[src/rtl/seq_lock_pkg.sv]
// Shared types and helpers for the sequential code lock.
package seq_lock_pkg;

  typedef enum logic [1:0] {
    IDLE    = 2'd0,
    OPEN    = 2'd1,
    LOCKOUT = 2'd2,
    PROG    = 2'd3
  } lock_state_t;

  // Factory code: position i holds key (i mod num_keys), i.e. 0,1,2,3 for four keys.
  function automatic int default_code(input int i, input int num_keys = 4);
    return i % num_keys;
  endfunction

  function automatic int max_int(input int a, input int b);
    return (a > b) ? a : b;
  endfunction

endpackage

[src/rtl/seq_lock_timer.sv]
// Down-counter shared by the OPEN hold time and the LOCKOUT penalty time.
module lock_timer #(
  parameter int TW = 10
) (
  input  logic          clk,
  input  logic          rst,
  input  logic          load,
  input  logic [TW-1:0] load_val,
  input  logic          en,
  output logic          zero
);

  logic [TW-1:0] count;

  // Load has priority; decrement stops at zero.
  always_ff @(posedge clk or posedge rst) begin
    if (rst)
      count <= '0;
    else if (load)
      count <= load_val;
    else if (en && (count != '0))
      count <= count - 1'b1;
  end

  assign zero = (count == '0);

endmodule

[src/rtl/seq_lock.sv]
// Parametrised sequential code lock with run-time programmable code,
// auto-relock after a hold time and lockout after repeated failures.
module seq_lock
  import seq_lock_pkg::*;
#(
  parameter int NUM_KEYS       = 4,
  parameter int CODE_LEN       = 4,
  parameter int MAX_FAILS      = 3,
  parameter int UNLOCK_CYCLES  = 500,
  parameter int LOCKOUT_CYCLES = 1000,
  localparam int KW = max_int(1, $clog2(NUM_KEYS)),
  localparam int FW = $clog2(MAX_FAILS + 1)
) (
  input  logic          clk,
  input  logic          rst,
  input  logic          key_valid,
  input  logic [KW-1:0] key_id,
  input  logic          lock_req,
  input  logic          prog_req,
  output logic          unlocked,
  output logic          locked_out,
  output logic          prog_mode,
  output logic          prog_done,
  output logic [FW-1:0] fail_count
);

  localparam int IW = max_int(1, $clog2(CODE_LEN));
  localparam int TW = max_int(1, $clog2(max_int(UNLOCK_CYCLES, LOCKOUT_CYCLES)));
  localparam logic [IW-1:0] LAST        = IW'(CODE_LEN - 1);
  localparam logic [KW:0]   NK          = (KW + 1)'(NUM_KEYS);
  localparam logic [FW-1:0] FAIL_LIMIT  = FW'(MAX_FAILS);
  localparam logic [TW-1:0] UNLOCK_LOAD = TW'(UNLOCK_CYCLES - 1);
  localparam logic [TW-1:0] LOCK_LOAD   = TW'(LOCKOUT_CYCLES - 1);

  lock_state_t   state_q, state_d;
  logic [IW-1:0] idx_q, idx_d;
  logic [IW-1:0] pidx_q, pidx_d;
  logic [FW-1:0] fail_q, fail_d, fail_inc;
  logic          done_q;
  logic          commit;
  logic [KW-1:0] code   [CODE_LEN];
  logic [KW-1:0] shadow [CODE_LEN];

  logic          key_ok, key_match, restart;
  logic          tmr_load, tmr_en, tmr_zero;
  logic [TW-1:0] tmr_val;

  // Out-of-range key indices never match and are never stored.
  assign key_ok    = ({1'b0, key_id} < NK);
  assign key_match = key_ok && (key_id == code[idx_q]);
  assign restart   = key_ok && (key_id == code[0]);
  assign fail_inc  = fail_q + 1'b1;

  lock_timer #(.TW(TW)) u_timer (
    .clk      (clk),
    .rst      (rst),
    .load     (tmr_load),
    .load_val (tmr_val),
    .en       (tmr_en),
    .zero     (tmr_zero)
  );

  // Next-state, match/program indices, fail counter and timer control.
  always_comb begin
    state_d  = state_q;
    idx_d    = idx_q;
    pidx_d   = pidx_q;
    fail_d   = fail_q;
    commit   = 1'b0;
    tmr_load = 1'b0;
    tmr_val  = '0;
    tmr_en   = 1'b0;
    case (state_q)
      IDLE: begin
        if (key_valid) begin
          if (key_match) begin
            if (idx_q == LAST) begin
              state_d  = OPEN;
              idx_d    = '0;
              fail_d   = '0;
              tmr_load = 1'b1;
              tmr_val  = UNLOCK_LOAD;
            end else begin
              idx_d = idx_q + 1'b1;
            end
          end else if (idx_q != '0) begin
            fail_d = fail_inc;
            if (fail_inc == FAIL_LIMIT) begin
              state_d  = LOCKOUT;
              idx_d    = '0;
              tmr_load = 1'b1;
              tmr_val  = LOCK_LOAD;
            end else begin
              // The key that broke the sequence may itself start a new attempt.
              idx_d = restart ? IW'(1) : '0;
            end
          end
        end
      end
      OPEN: begin
        if (lock_req || tmr_zero) begin
          state_d = IDLE;
        end else if (prog_req) begin
          state_d = PROG;
          pidx_d  = '0;
        end else begin
          tmr_en = 1'b1;
        end
      end
      LOCKOUT: begin
        if (tmr_zero) begin
          state_d = IDLE;
          fail_d  = '0;
        end else begin
          tmr_en = 1'b1;
        end
      end
      PROG: begin
        if (lock_req) begin
          state_d = IDLE;
          pidx_d  = '0;
        end else if (key_valid && key_ok) begin
          if (pidx_q == LAST) begin
            commit  = 1'b1;
            state_d = IDLE;
            pidx_d  = '0;
          end else begin
            pidx_d = pidx_q + 1'b1;
          end
        end
      end
      default: state_d = IDLE;
    endcase
  end

  // Control state register.
  always_ff @(posedge clk or posedge rst) begin
    if (rst) begin
      state_q <= IDLE;
      idx_q   <= '0;
      pidx_q  <= '0;
      fail_q  <= '0;
      done_q  <= 1'b0;
    end else begin
      state_q <= state_d;
      idx_q   <= idx_d;
      pidx_q  <= pidx_d;
      fail_q  <= fail_d;
      done_q  <= commit;
    end
  end

  // Shadow collects the new code; contents only matter once fully written.
  always_ff @(posedge clk) begin
    if ((state_q == PROG) && !lock_req && key_valid && key_ok)
      shadow[pidx_q] <= key_id;
  end

  // Active code; the final programming key bypasses the shadow on commit.
  always_ff @(posedge clk or posedge rst) begin
    if (rst) begin
      for (int i = 0; i < CODE_LEN; i++)
        code[i] <= KW'(default_code(i, NUM_KEYS));
    end else if (commit) begin
      for (int i = 0; i < CODE_LEN; i++)
        code[i] <= (IW'(i) == pidx_q) ? key_id : shadow[i];
    end
  end

  assign unlocked   = (state_q == OPEN);
  assign locked_out = (state_q == LOCKOUT);
  assign prog_mode  = (state_q == PROG);
  assign prog_done  = done_q;
  assign fail_count = fail_q;

endmodule

[config.mk]
export PLATFORM = sky130hd
export DESIGN_NAME = seq_lock
export DESIGN_NICKNAME = d
export VERILOG_FILES = /design/src/rtl/seq_lock_pkg.sv /design/src/rtl/seq_lock_timer.sv /design/src/rtl/seq_lock.sv
export SDC_FILE = /design/constraint.sdc
export NUM_CORES = 1
export LEC_CHECK = 0
export BUFFER_PORTS_ARGS = -buffer_cell sky130_fd_sc_hd__buf_2
export CAP_MARGIN = 25
export CORE_MARGIN = 2
export CORE_UTILIZATION = 50
export CTS_CLUSTER_SIZE = 10
export DETAILED_ROUTE_END_ITERATION = 6
export PLACE_DENSITY = 0.76
export SLEW_MARGIN = 20
export SYNTH_ARGS = -nofsm -noshare
export SYNTH_HDL_FRONTEND = slang
export SYNTH_SLANG_ARGS = --single-unit
export TNS_END_PERCENT = 50
[constraint.sdc]
create_clock -name clk -period 2 [get_ports clk]
set_input_delay 0.4 -clock clk [delete_from_list [all_inputs] [get_ports clk]]
set_output_delay 0.4 -clock clk [all_outputs]
set_load 0.01 [all_outputs]
==> After elaboration in Yosys (flattened, before gate mapping) <==
Memories as Yosys holds them, arrays and structs flattened. A register that Yosys moved wholly into a read port is not among the register bits.
Index checks and enable logic that the tools add are counted.
{ "word_totals": {"out_inout_bits": 6, "in_bits": 7, "ramBits": 8, "reg_bits": 19, "rom_bits": 0, "latch_bits": 0, "memories": 1} }
{ "memory_table": {"columns": ["name", "depth", "word_bits", "read_ports", "rd_ports_with_merged_regs", "write_ports", "line_no", "source"], "rows": [
  ["shadow", 4, 2, 4, 4, 1, "seq_lock.sv:42", "logic [KW-1:0] shadow [CODE_LEN];"]
]} }
{ "classes": {"n_addsub": 4, "multipliers": 0, "bitwise": 1, "shift": 0, "n_eq_ne": 18, "magnitude_cmp": 1, "n_div": 0, "n_mux": 55, "reduce_logical": 17} }
{ "ops": {"columns": ["op", "count"], "rows": [
  ["$mux 10", 7],
  ["$mux 2", 25],
  ["$mux 1", 17],
  ["$ne 3x3->1 const B", 4],
  ["$eq 2x2->1 const B", 5],
  ["$logic_not 10->1", 1],
  ["$reduce_bool 10->1", 1],
  ["$reduce_bool 2->1", 5],
  ["$sub 10x1->10 const B", 1],
  ["$mux 9", 1],
  ["$pmux 2 s2", 2],
  ["$pmux 2 s4", 1],
  ["$reduce_and 8->1", 1],
  ["$add 2x1->2 const B", 3],
  ["$ne 2x2->1 const B", 3],
  ["$ne 3x2->1 const B", 2],
  ["$reduce_and 5->1", 1],
  ["$bmux 2 s2", 1],
  ["$eq 2x2->1", 2],
  ["$reduce_and 4->1", 1],
  ["$ge 3x3->1 const B", 1],
  ["$logic_and 1x1->1", 3],
  ["$not 2->3", 1],
  ["$reduce_and 3->1", 1],
  ["6 further kinds", 6]
]} }

==> Logic depth before layout (Yosys ltp) <==
Gate-level depths: netlist of run 1.
{ "depth": {"depth_word": 9, "ltp_mapped": 8, "ltp_nobuf": 8} }

==> By module <==
A second synthesis of run 1 with hierarchy kept.
{ "hier_totals": {"hier_cells": 202, "hier_area_um2": 2057.0} }
{ "modules_own_cells": {"columns": ["module", "area_each_um2", "cells_each", "n_inst", "seq_area_each_um2"], "rows": [
  ["seq_lock", 1401.3, 133, 1, 610.6],
  ["lock_timer", 655.6, 69, 1, 250.2]
]} }

==> Worst setup path after synthesis of run 1 <==
Ideal clock, no wire load.
{ "synth_timing": {"path_kind": "reg2reg", "startpoint": "reg state_q[1]", "endpoint": "reg u_timer.count[6]", "path_stages_with_launch": 8, "setup_slack_ns": -0.187, "t_required_ns": 1.913, "arrival_ns": 2.100, "cell_sequence": "dfrtp_1 -> inv_1 -> ha_1 -> a31oi_1 -> nor3b_4 -> nand3_4 -> or4_2 -> o211ai_1"} }
{ "synth_between": {"elab_chain_cells": 4} }
{ "synth_rtl": {"columns": ["element", "line_no", "source"], "rows": [
  ["start: declaration", "seq_lock.sv:35", "lock_state_t state_q, state_d;"],
  ["start signal: assignment", "seq_lock.sv:145", "state_q <= state_d;"],
  ["$eq 2x1->1", null, null],
  ["net unlocked", "seq_lock.sv:20", "output logic unlocked,"],
  ["$pmux 1 s2", "seq_lock.sv:73", "case (state_q)"],
  ["$logic_and 1x1->1", "seq_lock_timer.sv:21", "else if (en && (count != '0))"],
  ["$reduce_bool 2->1 (no line)", null, null],
  ["end signal: assignment", "seq_lock_timer.sv:20", "count <= load_val;"],
  ["end signal: assignment", "seq_lock_timer.sv:22", "count <= count - 1'b1;"],
  ["end: declaration", "seq_lock_timer.sv:13", "logic [TW-1:0] count;"]
]} }
The timed path passes the listed nets, and every way through them passes these cells.
A chain may end at the register's enable or synchronous reset.

==> Final worst setup path of run 1 <==
{ "layout_timing": {"startpoint": "reg u_timer.count[4]", "endpoint": "reg state_q[1]"} }
{ "layout_between": {"elab_chain_cells": 4} }
{ "layout_rtl": {"columns": ["element", "line_no", "source"], "rows": [
  ["$logic_not 10->1 (*)", "seq_lock_timer.sv:25", "assign zero = (count == '0);"],
  ["$logic_or 1x1->1", "seq_lock.sv:101", "if (lock_req || tmr_zero) begin"],
  ["$ne 3x2->1 (no line) / $mux 2 (equally long branches)", null, null],
  ["$reduce_and 8->1 (no line) / $pmux 2 s4 (equally long branches)", null, null]
]} }
Mark *: on every way between the ends. The rest lies on a longest branch, timed or not.

==> results of run 1 <==
-- tightest hold or removal path: cells and delay by family --
family   cells  cell delay, ns
buf+inv      3            0.46
-- cells in the mapped netlist, types with 2 or more instances --
| cell | instances |
|---|---|
| edfxtp_1 | 6 |
| o22ai_1 | 4 |
| a21oi_1 | 3 |
| or4_1 | 3 |
| o211ai_1 | 3 |
| o2111ai_1 | 2 |
| mux2_2 | 8 |
| inv_1 | 15 |
| o21ai_2 | 2 |
| dfrtp_1 | 23 |
| a31oi_1 | 2 |
| nor3_1 | 5 |
| nor2_1 | 2 |
| o21ai_0 | 9 |
| xor2_1 | 10 |
| dfstp_2 | 4 |
| and3_1 | 4 |
| nand3_1 | 6 |
| a2bb2oi_1 | 2 |
| clkbuf_1 | 5 |
| ha_1 | 13 |
| nand2b_1 | 2 |
| xnor2_1 | 3 |
| mux2i_1 | 7 |
| nand2_1 | 10 |
-- power groups by stage --
stage | Clock, mW | Combinational, mW | Sequential [mW]
2_1_floorplan | 0 | 0.961 | 1.02
3_3_place_gp | 0 | 1.34 | 1.04
3_5_place_dp | 0 | 1.42 | 1.05
4_1_cts | 0.610 | 1.63 | 1.05
5_1_grt | 0.639 | 2.01 | 1.08
6_report | 0.613 | 1.87 | 1.06
-- final timing paths --
check / startpoint / endpoint / slack (ns) / cells past startpoint
max in group asynchronous: rst / code[4] / 1.53 / 3
min in group clk: key_id[1] / shadow[2][1] / 0.44 / 1
min reg2reg: shadow[2][1] / code[3] / 0.48 / 1
max reg2reg: u_timer.count[4] / state_q[1] / -0.10 / 7
min: rst / u_timer.count[7] / 0.16 / 3
max: u_timer.count[4] / state_q[1] / -0.10 / 7
-- timing repair --
action | CTS | global route
endpoints found under the setup margin | 9 | 17
resized for setup | 12 | 12
pin swaps | 7 | 15
buffers inserted | 12 | 9
-- logic make-up after synthesis --
group                      share of synthesized area [%]
buffers and inverters                               4.11
adders and majority gates                           8.35
xor gates and xnor gates                            5.85
AOI/OAI and AO/OA                                   13.0
and+or+nand+nor                                     15.4
DFF                                                 44.2
muxes                                               9.00
-- sequential cells by signal, summed over array words and instances, names as in the netlist --
| name | count |
|---|---|
| u_timer.count | 10 |
| code | 8 |
| shadow | 6 |
| fail_count | 2 |
| idx_q | 2 |
| pidx_q | 2 |
| state_q | 2 |
| prog_done | 1 |
-- metal layers --
layer	GRT usage, %	up-vias	wire length [µm]
li1	-	736	-
met1	30.3	788	2100
met2	36.8	33	2380
met3	3.58	12	152
met4	8.93	0	85
met5	0	-	0
-- through the flow --
stage          cell area (µm²)  worst slack (ns)
6_report                  2560            -0.104
5_1_grt                   2560            -0.154
4_1_cts                   2440           -0.0614
3_5_place_dp              2210           -0.0944
3_3_place_gp              2210           -0.0222
2_1_floorplan             1990           -0.0656
-- final cells by class --
type	count	area, µm²	share of cell area, %
clock inverters	2	33.8	1.32
clock buffers	6	72.6	2.84
multi-input cells	122	1130	44.1
well taps	48	60.1	2.35
repair buffers	49	345	13.5
inverters	15	56.3	2.20
flip-flops and latches	33	862	33.7
-- layout by cell type (no fill, tap or decap), drive strengths merged, types with 2 or more instances in the layout --
cell	count
dfrtp	23
a31oi	2
edfxtp	6
nor2	2
or4	5
o221ai	2
o22ai	4
o2111ai	2
nand2b	2
buf	49
a21oi	3
nor3	5
mux2	9
ha	13
and3	4
inv	15
clkbuf	6
nand3	7
mux2i	7
nand2	10
xnor2	3
dfstp	4
a2bb2oi	2
xor2	10
o21ai	12
o211ai	3
==> impl_metrics.yaml, run 1 <==
timing:
  finalHoldViolations: 0
  fin_hold_ws_ns: 0.163
  post-route-min-period_ns: 2.10
  fin_crit_sh_pct: 105
  final-setup-viol-count: 10
  timing.final.max_slew_violations: 0
  achievable-frequency_mhz: 475
  worst_slew_margin_pct: 69.7
  fin_skew_ns: 0.00537
  rsz0062_at_grt: "true"
  slew_at_the_pin_closest_to_its_max_slew_limit_ns: 0.450
  fin_setup_tns_ns: -0.537
  worst_slack_ns: -0.104
setup_path:
  timing_worst_setup_path_type: "register to register"
  cp.required_ns: 2.22
  worstPathMaxFanout: 4
  cp_slowest_cell: "or4_4"
  critPathArrivalTime_ns: 2.32
  crit_chain: "or4_4 -> nor4_4 -> buf_4 -> buf_4 -> o21ai_0 -> o22ai_2 -> a2bb2oi_2"
  cp_num_buf_inv: 2
  critical_path.most_common_cell: "buf_4"
  setup.worst_path.start_class: "register"
  max_stage_delay_ns: 0.57
  crit_family: "simple AND/OR/NAND/NOR gates"
  critical_path.endpoint_type: "register"
power:
  power.density_cell_area_nw_per_um2: 1380
  power_frac_comb_pct: 52.8
  clock_power_share_pct: 17.3
  p_int_mw: 2.18
  total_power_mw: 3.54
  seq_power_share_pct: 29.8
  swShare_pct: 38.4
  vdd_drop_max_mv: 0.894
  leakage_nw: 1.11
  p_switching_mw: 1.36
yosys:
  synth.distinct_cells: 48
  number_of_synthesized_flops_with_an_enable_pin: 6
  postSynthRegisterBits: 33
  synth_area_um2: 1950
  yosys_most_used_dff: "dfrtp_1"
  synth.top_cell.area_share_pct: 29.6
  syn_inst: 176
  yosysSeqAreaShare_pct: 44.2
  yosys_warnings: 0
  synth_async_sr_flop_share_pct: 81.8
  synth_largest_area_cell: "dfrtp_1"
  postSynthNetCount: 196
  synth_area_leaders: "dfrtp_1 30%, edfxtp_1 9.3%, ha_1 8.4%, dfstp_2 5.4%, mux2_2 4.6%"
  postSynthAreaPerCell_um2: 11.1
finish:
  drive_above_1_share_pct: 44.9
  syn_to_final_growth_pct: 31.4
  post_layout_nonfiller_instances: 275
  final_core_util_pct: 68.8
  layout.nets: 246
  diodes: 0
  fillerInstances: 265
floorplanning:
  start_util_pct: 52.4
  fp.coreArea_um2: 3720
  io_pins: 13
  overall_die_height_um: 66.4
  die_area_um2: 4410
  fp-row-count: 22
  dieWidth_um: 66.4
flow_run:
  cap_viol_max_count: 0
cts:
  cts_buffer_depth: 2
  postCtsHoldBufs: 0
  number_of_buffers_created_by_cts: 5
  cts_tree: "done"
  clk_transition_reported_paths_ns: 0.07
  worstSkewPairLatency_ns: 0.29
  clock_tree.root_cell: "clkbuf_8"
  clkSinkCount: 33
  number_of_levels_the_h_tree_was_split_into: 2
detailed_routing:
  vias_per_cell: 5.71
  antenna_left: 0
  num_vias: 1569
  detail_route.wl_per_cell_um: 17.1
  drtPass1Iterations: 4
  route.detailed.drc: 0
  first_iter_violations: 71
  drt-total-wl_um: 4710
global_routing:
  grt_usage_pct: 22.7
  grt_pass1_wl_um: 7420
  globalRouteOverflowTotal: 0
  grt_max_degree: 28
  grt_antenna_before_repair: 0
  first_global_vias: 1558
placement:
  numPlacedInstances: 246
  place.gp.congestion: 0.842
  placement.io_buffers: 12
  detailed_place_hpwl_um: 3030
status:
  run_status: "complete, but fails checks"
  violations_in_the_final_reports: "setup timing"
hold_path:
  timing.hold.worst.class: "input port to async pin"
No activity file was read; power rests on OpenSTA's default activity.
==> inputs of run 2 (changes only) <==
SYNTH_HIERARCHICAL = 1   (was unset)
==> run 2 against run 1 <==
The run still ends with setup timing left. Clock power shrank 23%. Routed wire length down 13%. Clock-buffer cell count did not move. Total power rose by 0.26%. Largest cell class unchanged.
==> impl_metrics.yaml, run 2 <==
status:
  run_status: "complete, but fails checks"
  violations_in_the_final_reports: "setup timing"
power:
  vdd_drop_max_mv: 0.818
  total_power_mw: 3.55
  seq_power_share_pct: 29.3
  swShare_pct: 39.7
  power.density_cell_area_nw_per_um2: 1350
  p_switching_mw: 1.41
  clock_power_share_pct: 13.3
  p_int_mw: 2.14
  leakage_nw: 1.20
  power_frac_comb_pct: 57.4
cts:
  clock_tree.root_cell: "clkbuf_8"
  worstSkewPairLatency_ns: 0.28
  cts_tree: "done"
  postCtsHoldBufs: 0
  number_of_buffers_created_by_cts: 5
  clk_transition_reported_paths_ns: 0.07
  number_of_levels_the_h_tree_was_split_into: 2
  clkSinkCount: 33
  cts_buffer_depth: 2
  cts.repair_timing.setup_buffer_count: 0
setup_path:
  cp.required_ns: 2.16
  worstPathMaxFanout: 7
  timing_worst_setup_path_type: "register to register"
  cp_slowest_cell: "dfrtp_2"
  setup.worst_path.start_class: "register"
  critPathArrivalTime_ns: 2.48
  cp_num_buf_inv: 0
  critical_path.endpoint_type: "register"
  max_stage_delay_ns: 0.46
  crit_chain: "mux2i_1 -> xnor2_1 -> nor3_2 -> a21o_4 -> or3b_4 -> a21oi_4 -> nor2b_1 -> a221o_1"
  crit_family: "compound AO/OA/AOI/OAI gates"
detailed_routing:
  met2WireLength_um: 1930
  maxUsedRoutingLayer: "met4"
  num_vias: 1631
  route.detailed.drc: 0
  wl_met3_um: 209
  vias_per_cell: 5.28
  drt-total-wl_um: 4120
  wirelength_met1_um: 1910
  antenna_left: 0
  first_iter_violations: 55
  detail_route.wl_per_cell_um: 13.3
  drtPass1Iterations: 4
floorplanning:
  fp.coreArea_um2: 3970
  start_util_pct: 51.8
  die_area_um2: 4640
  overall_die_height_um: 68.1
  io_pins: 13
  fp-row-count: 23
  dieWidth_um: 68.1
placement:
  placement.io_buffers: 12
  detailed_place_hpwl_um: 3190
  place.gp.congestion: 0.829
  place_area_um2: 2490
finish:
  reg_top3: "u_timer/count: 10 flops, code: 8 flops, shadow: 6 flops"
  area.sequential_um2: 862
  drive_above_1_share_pct: 37.8
  fillerInstances: 313
  final_core_util_pct: 66.4
  diodes: 0
  final_common_cell: "buf_4"
  stdcell_area_um2: 2640
  largest-register: "u_timer/count"
  multi_input_gate_area_um2: 1150
  syn_to_final_growth_pct: 28.1
  largest_register_ffs: 10
  layout.nets: 277
  most-common-layout-cells: "43 x buf_4, 22 x dfrtp_1, 19 x inv_1, 17 x nand2_1, 12 x buf_2"
hold_path:
  timing.hold.worst.class: "input port to async pin"
yosys:
  yosys.area_share.adder_pct: 7.30
  synth_largest_area_cell: "dfrtp_1"
  synth_simple_gate_area_share_pct: 16.8
  postSynthAreaPerCell_um2: 10.2
  yosys.cell_count.top_type: "dfrtp_1"
  postSynthNetCount: 221
  synth_compound_gate_area_share_pct: 15.1
  postSynthRegisterBits: 33
  number_of_synthesized_flops_with_an_enable_pin: 6
  main_combinational_cell_family_by_area_after_synthesis: "simple AND/OR/NAND/NOR gates"
  mux_cell_area_share_after_synthesis_pct: 8.94
  syn_inst: 202
  synth.distinct_cells: 53
  synth.top_cell.area_share_pct: 28.0
  netlist_top_cells_count: "23 x dfrtp_1, 19 x inv_1, 17 x nand2_1"
  synth_area_leaders: "dfrtp_1 28%, edfxtp_1 8.8%, ha_1 7.3%, mux2_2 6.0%, dfstp_2 5.1%"
  synth_async_sr_flop_share_pct: 81.8
  yosysSeqAreaShare_pct: 41.8
  synth_area_um2: 2060
  yosys_most_used_dff: "dfrtp_1"
  yosys.area_share.xor_xnor_pct: 4.26
  yosys_warnings: 6
timing:
  finalHoldViolations: 0
  timing.final.max_slew_violations: 0
  slew_at_the_pin_closest_to_its_max_slew_limit_ns: 0.686
  fin_setup_tns_ns: -2.88
  post-route-min-period_ns: 2.32
  worst_slew_margin_pct: 54.2
  final-setup-viol-count: 12
  achievable-frequency_mhz: 431
  rsz0062_at_grt: "true"
  worst_slack_ns: -0.318
  fin_skew_ns: 0.00451
  fin_crit_sh_pct: 116
global_routing:
  grt_max_degree: 18
  globalRouteOverflowTotal: 0
  grt_antenna_before_repair: 0
  grt_pass1_wl_um: 6880
  first_global_vias: 1523
  grt_usage_pct: 20.3
flow_run:
  cap_viol_max_count: 0
run 2: cell type report:
class                   count  share of cell area, %
flip-flops and latches     33                   32.7
well taps                  50                   2.37
clock buffers               6                   2.75
clock inverters             2                  0.380
multi-input cells         143                   43.8
inverters                  19                   2.71
repair buffers             56                   15.3
run 2: routing by layer:
metal | vias to the layer above | track usage, %
li1 | 823 | -
met2 | 36 | 29.5
met1 | 766 | 28.8
met5 | - | 0
met4 | 0 | 8.50
met3 | 6 | 5.26
run 2: timing repair:
action                                  4_1_cts  5_1_grt
resized for setup                             4        7
gates cloned                                  0        0
pin swaps                                     6        5
endpoints found under the setup margin       13       17
run 2: power by group through the flow:
| stage | Clock [mW] | Combinational [mW] | Sequential, mW |
|---|---|---|---|
| after floorplan | 0 | 1.18 | 1.04 |
| after global placement | 0 | 1.89 | 1.02 |
| after detailed placement | 0 | 1.95 | 1.03 |
| after CTS | 0.487 | 2.00 | 1.03 |
| after global routing | 0.513 | 2.27 | 1.07 |
| final | 0.472 | 2.04 | 1.04 |
run 2: worst reg2reg max path, stage by stage, from the launching register on:
cell     delay [ns]
dfrtp_2        0.46
mux2i_1        0.27
xnor2_1        0.21
nor3_2         0.10
a21o_4         0.19
or3b_4         0.39
a21oi_4        0.23
nor2b_1        0.07
a221o_1        0.28
run 2: per-stage QoR:
stage / cells / hold slack [ns] / worst slack [ns]
2_1_floorplan: 202 / 0.240 / -0.346
3_3_place_gp: 301 / 0.400 / -0.232
3_5_place_dp: 301 / 0.415 / -0.314
4_1_cts: 309 / 0.110 / -0.227
5_1_grt: 309 / 0.123 / -0.453
6_report: 309 / 0.101 / -0.318
run 2: cell families (layout without fill, tap and decap cells):
kind of cell,count (synthesis),count (layout)
and+or+nand+nor,60,60
xor gates and xnor gates,10,10
muxes,17,17
DFF,33,33
buffers and inverters,26,83
adders and majority gates,12,12
other,1,1
AOI/OAI and AO/OA,43,43
run 2: worst paths after layout:
| path | startpoint | endpoint | slack, ns | cells after the start |
|---|---|---|---|---|
| setup / recovery | idx_q[1] | u_timer/count[8] | -0.32 | 8 |
| hold / removal | rst | u_timer/count[3] | 0.10 | 2 |
| setup reg to reg | idx_q[1] | u_timer/count[8] | -0.32 | 8 |
| hold reg to reg | shadow[0][1] | code[7] | 0.48 | 1 |
| max in group asynchronous | rst | idx_q[1] | 1.29 | 2 |
| min in group clk | shadow[0][1] | code[7] | 0.48 | 1 |
==> inputs of run 3 (changes only) <==
CORE_UTILIZATION = 55   (was 50)
PLACE_DENSITY = 0.73   (was 0.76)
clock period = 2.8 ns   (was 2 ns; I/O delays follow)
==> run 3 against run 2 <==
The run now ends clean. Via count shrank 6.7%. Die area shrank 8.6%. Clock skew shrank 0.0023 ns. Flip-flop and latch count is the same. First-iteration DRC count grew 67%. Final area shrank 15%. Utilization shrank 4.4 points. Global-route usage grew 1.1 points. Worst hold slack gained 0.15 ns. Clock power shrank 25%. Highest routed layer unchanged.
==> impl_metrics.yaml, run 3 (same netlist as run 2, synthesis figures left out) <==
cts:
  postCtsHoldBufs: 0
  cts_tree: "done"
  clock_tree.root_cell: "clkbuf_8"
  number_of_levels_the_h_tree_was_split_into: 2
  post_cts_resize_count: 0
  worstSkewPairLatency_ns: 0.29
  clkSinkCount: 33
  cts_buffer_depth: 2
  number_of_buffers_created_by_cts: 5
  clk_transition_reported_paths_ns: 0.07
  cts.repair_timing.setup_buffer_count: 0
floorplanning:
  io_pins: 13
  fp-row-count: 22
  fp.coreArea_um2: 3630
  overall_die_height_um: 65.2
  dieWidth_um: 65.2
  die_area_um2: 4250
  start_util_pct: 56.6
placement:
  place.gp.congestion: 0.900
  placement.io_buffers: 12
  detailed_place_hpwl_um: 2970
detailed_routing:
  num_vias: 1522
  vias_per_cell: 5.70
  detail_route.wl_per_cell_um: 15.1
  antenna_left: 0
  first_iter_violations: 92
  drtPass1Iterations: 5
  route.detailed.drc: 0
  drt-total-wl_um: 4020
timing:
  fin_skew_ns: 0.00225
  timing.final.max_slew_violations: 0
  finalHoldViolations: 0
  slew_at_the_pin_closest_to_its_max_slew_limit_ns: 0.684
  fin_setup_tns_ns: 0
  post-route-min-period_ns: 2.59
  fin_crit_sh_pct: 92.4
  rsz0062_at_grt: "false"
  achievable-frequency_mhz: 387
  worst_slew_margin_pct: 54.3
  final-setup-viol-count: 0
finish:
  diodes: 0
  syn_to_final_growth_pct: 9.43
  most-common-layout-cells: "23 x dfrtp_1, 19 x inv_1, 17 x nand2_1, 12 x ha_1, 12 x buf_2"
  drive_above_1_share_pct: 22.8
  layout.nets: 237
  largest_register_ffs: 10
  final_common_cell: "dfrtp_1"
  largest-register: "u_timer/count"
  reg_top3: "u_timer/count: 10 flops, code: 8 flops, shadow: 6 flops"
  fillerInstances: 312
setup_path:
  setup.worst_path.start: "idx_q[1]"
  critPathCapture: "u_timer/count[8]"
  reg2reg_to: "u_timer/count[8]"
  setup.worst_path.start_class: "register"
  cp.required_ns: 2.98
  worstPathMaxFanout: 16
  worstReg2RegStart: "idx_q[1]"
  cell_depth_of_the_worst_flop_to_flop_path: 9
  critical_path.endpoint_type: "register"
  timing_worst_setup_path_type: "register to register"
  timing.reg2reg.setup_slack_ns: 0.21
  critPathArrivalTime_ns: 2.77
power:
  total_power_mw: 2.18
  leakage_nw: 0.983
  vdd_drop_max_mv: 0.478
  power.density_cell_area_nw_per_um2: 969
global_routing:
  grt_usage_pct: 21.4
  first_global_vias: 1489
  grt_max_degree: 18
  grt_pass1_wl_um: 6870
  globalRouteOverflowTotal: 0
  grt_antenna_before_repair: 0
hold_path:
  timing.hold.worst.class: "input port to async pin"
status:
  run_status: "completed"
flow_run:
  cap_viol_max_count: 0
[run 3: cell type report]
| cell class | count | area, µm² | share of cell area (%) |
|---|---|---|---|
| Multi-Input combinational cell | 143 | 1080 | 48.1 |
| Timing Repair Buffer | 16 | 90.1 | 4.00 |
| Inverter | 19 | 71.3 | 3.17 |
| Clock inverter | 3 | 17.5 | 0.778 |
| Tap cell | 48 | 60.1 | 2.67 |
| Sequential cell | 33 | 861 | 38.2 |
| Clock buffer | 5 | 68.8 | 3.06 |
[run 3: worst min path at each step]
stage                            end  slack [ns]  depth (start not counted)
finish              u_timer/count[6]        0.25                          2
global route        u_timer/count[6]        0.29                          2
CTS                 u_timer/count[9]        0.26                          2
detailed placement           code[7]        0.46                          1
global placement             code[6]        0.46                          1
floorplan           u_timer/count[0]        0.40                          1
[run 3: report_power, final]
part | internal, mW | total [mW] | switching [mW]
logic | 0.465 | 1.05 | 0.588
registers | 0.613 | 0.775 | 0.162
clock network | 0.171 | 0.353 | 0.182
total | 1.25 | 2.18 | 0.932
[run 3: metrics by stage]
stage	instance area, µm²	cells	hold slack (ns)	util [%]	setup slack (ns)
floorplan	2060	202	0.400	-	0.126
global placement	2160	259	0.461	59.6	0.333
detailed placement	2160	259	0.462	59.6	0.252
CTS	2250	267	0.260	61.9	0.217
global route	2250	267	0.288	61.9	0.0692
finish	2250	267	0.246	61.9	0.213
[run 3: layer usage]
metal	track usage [%]	vias to the layer above	part of all wire, %
li1	-	752	-
met1	27.9	729	46
met2	34.3	34	48
met3	4.62	7	4.4
met4	10.2	0	1.8
met5	0	-	0
[run 3: worst max-delay path, stage by stage, from the launching register on]
cell and delay, ns:
dfrtp_1 0.56, mux2i_1 0.27, xnor2_1 0.20, nor3_2 0.09
a21o_4 0.25, or3b_1 0.38, a21oi_1 0.14, buf_4 0.21
nor2b_1 0.06, a221o_1 0.31
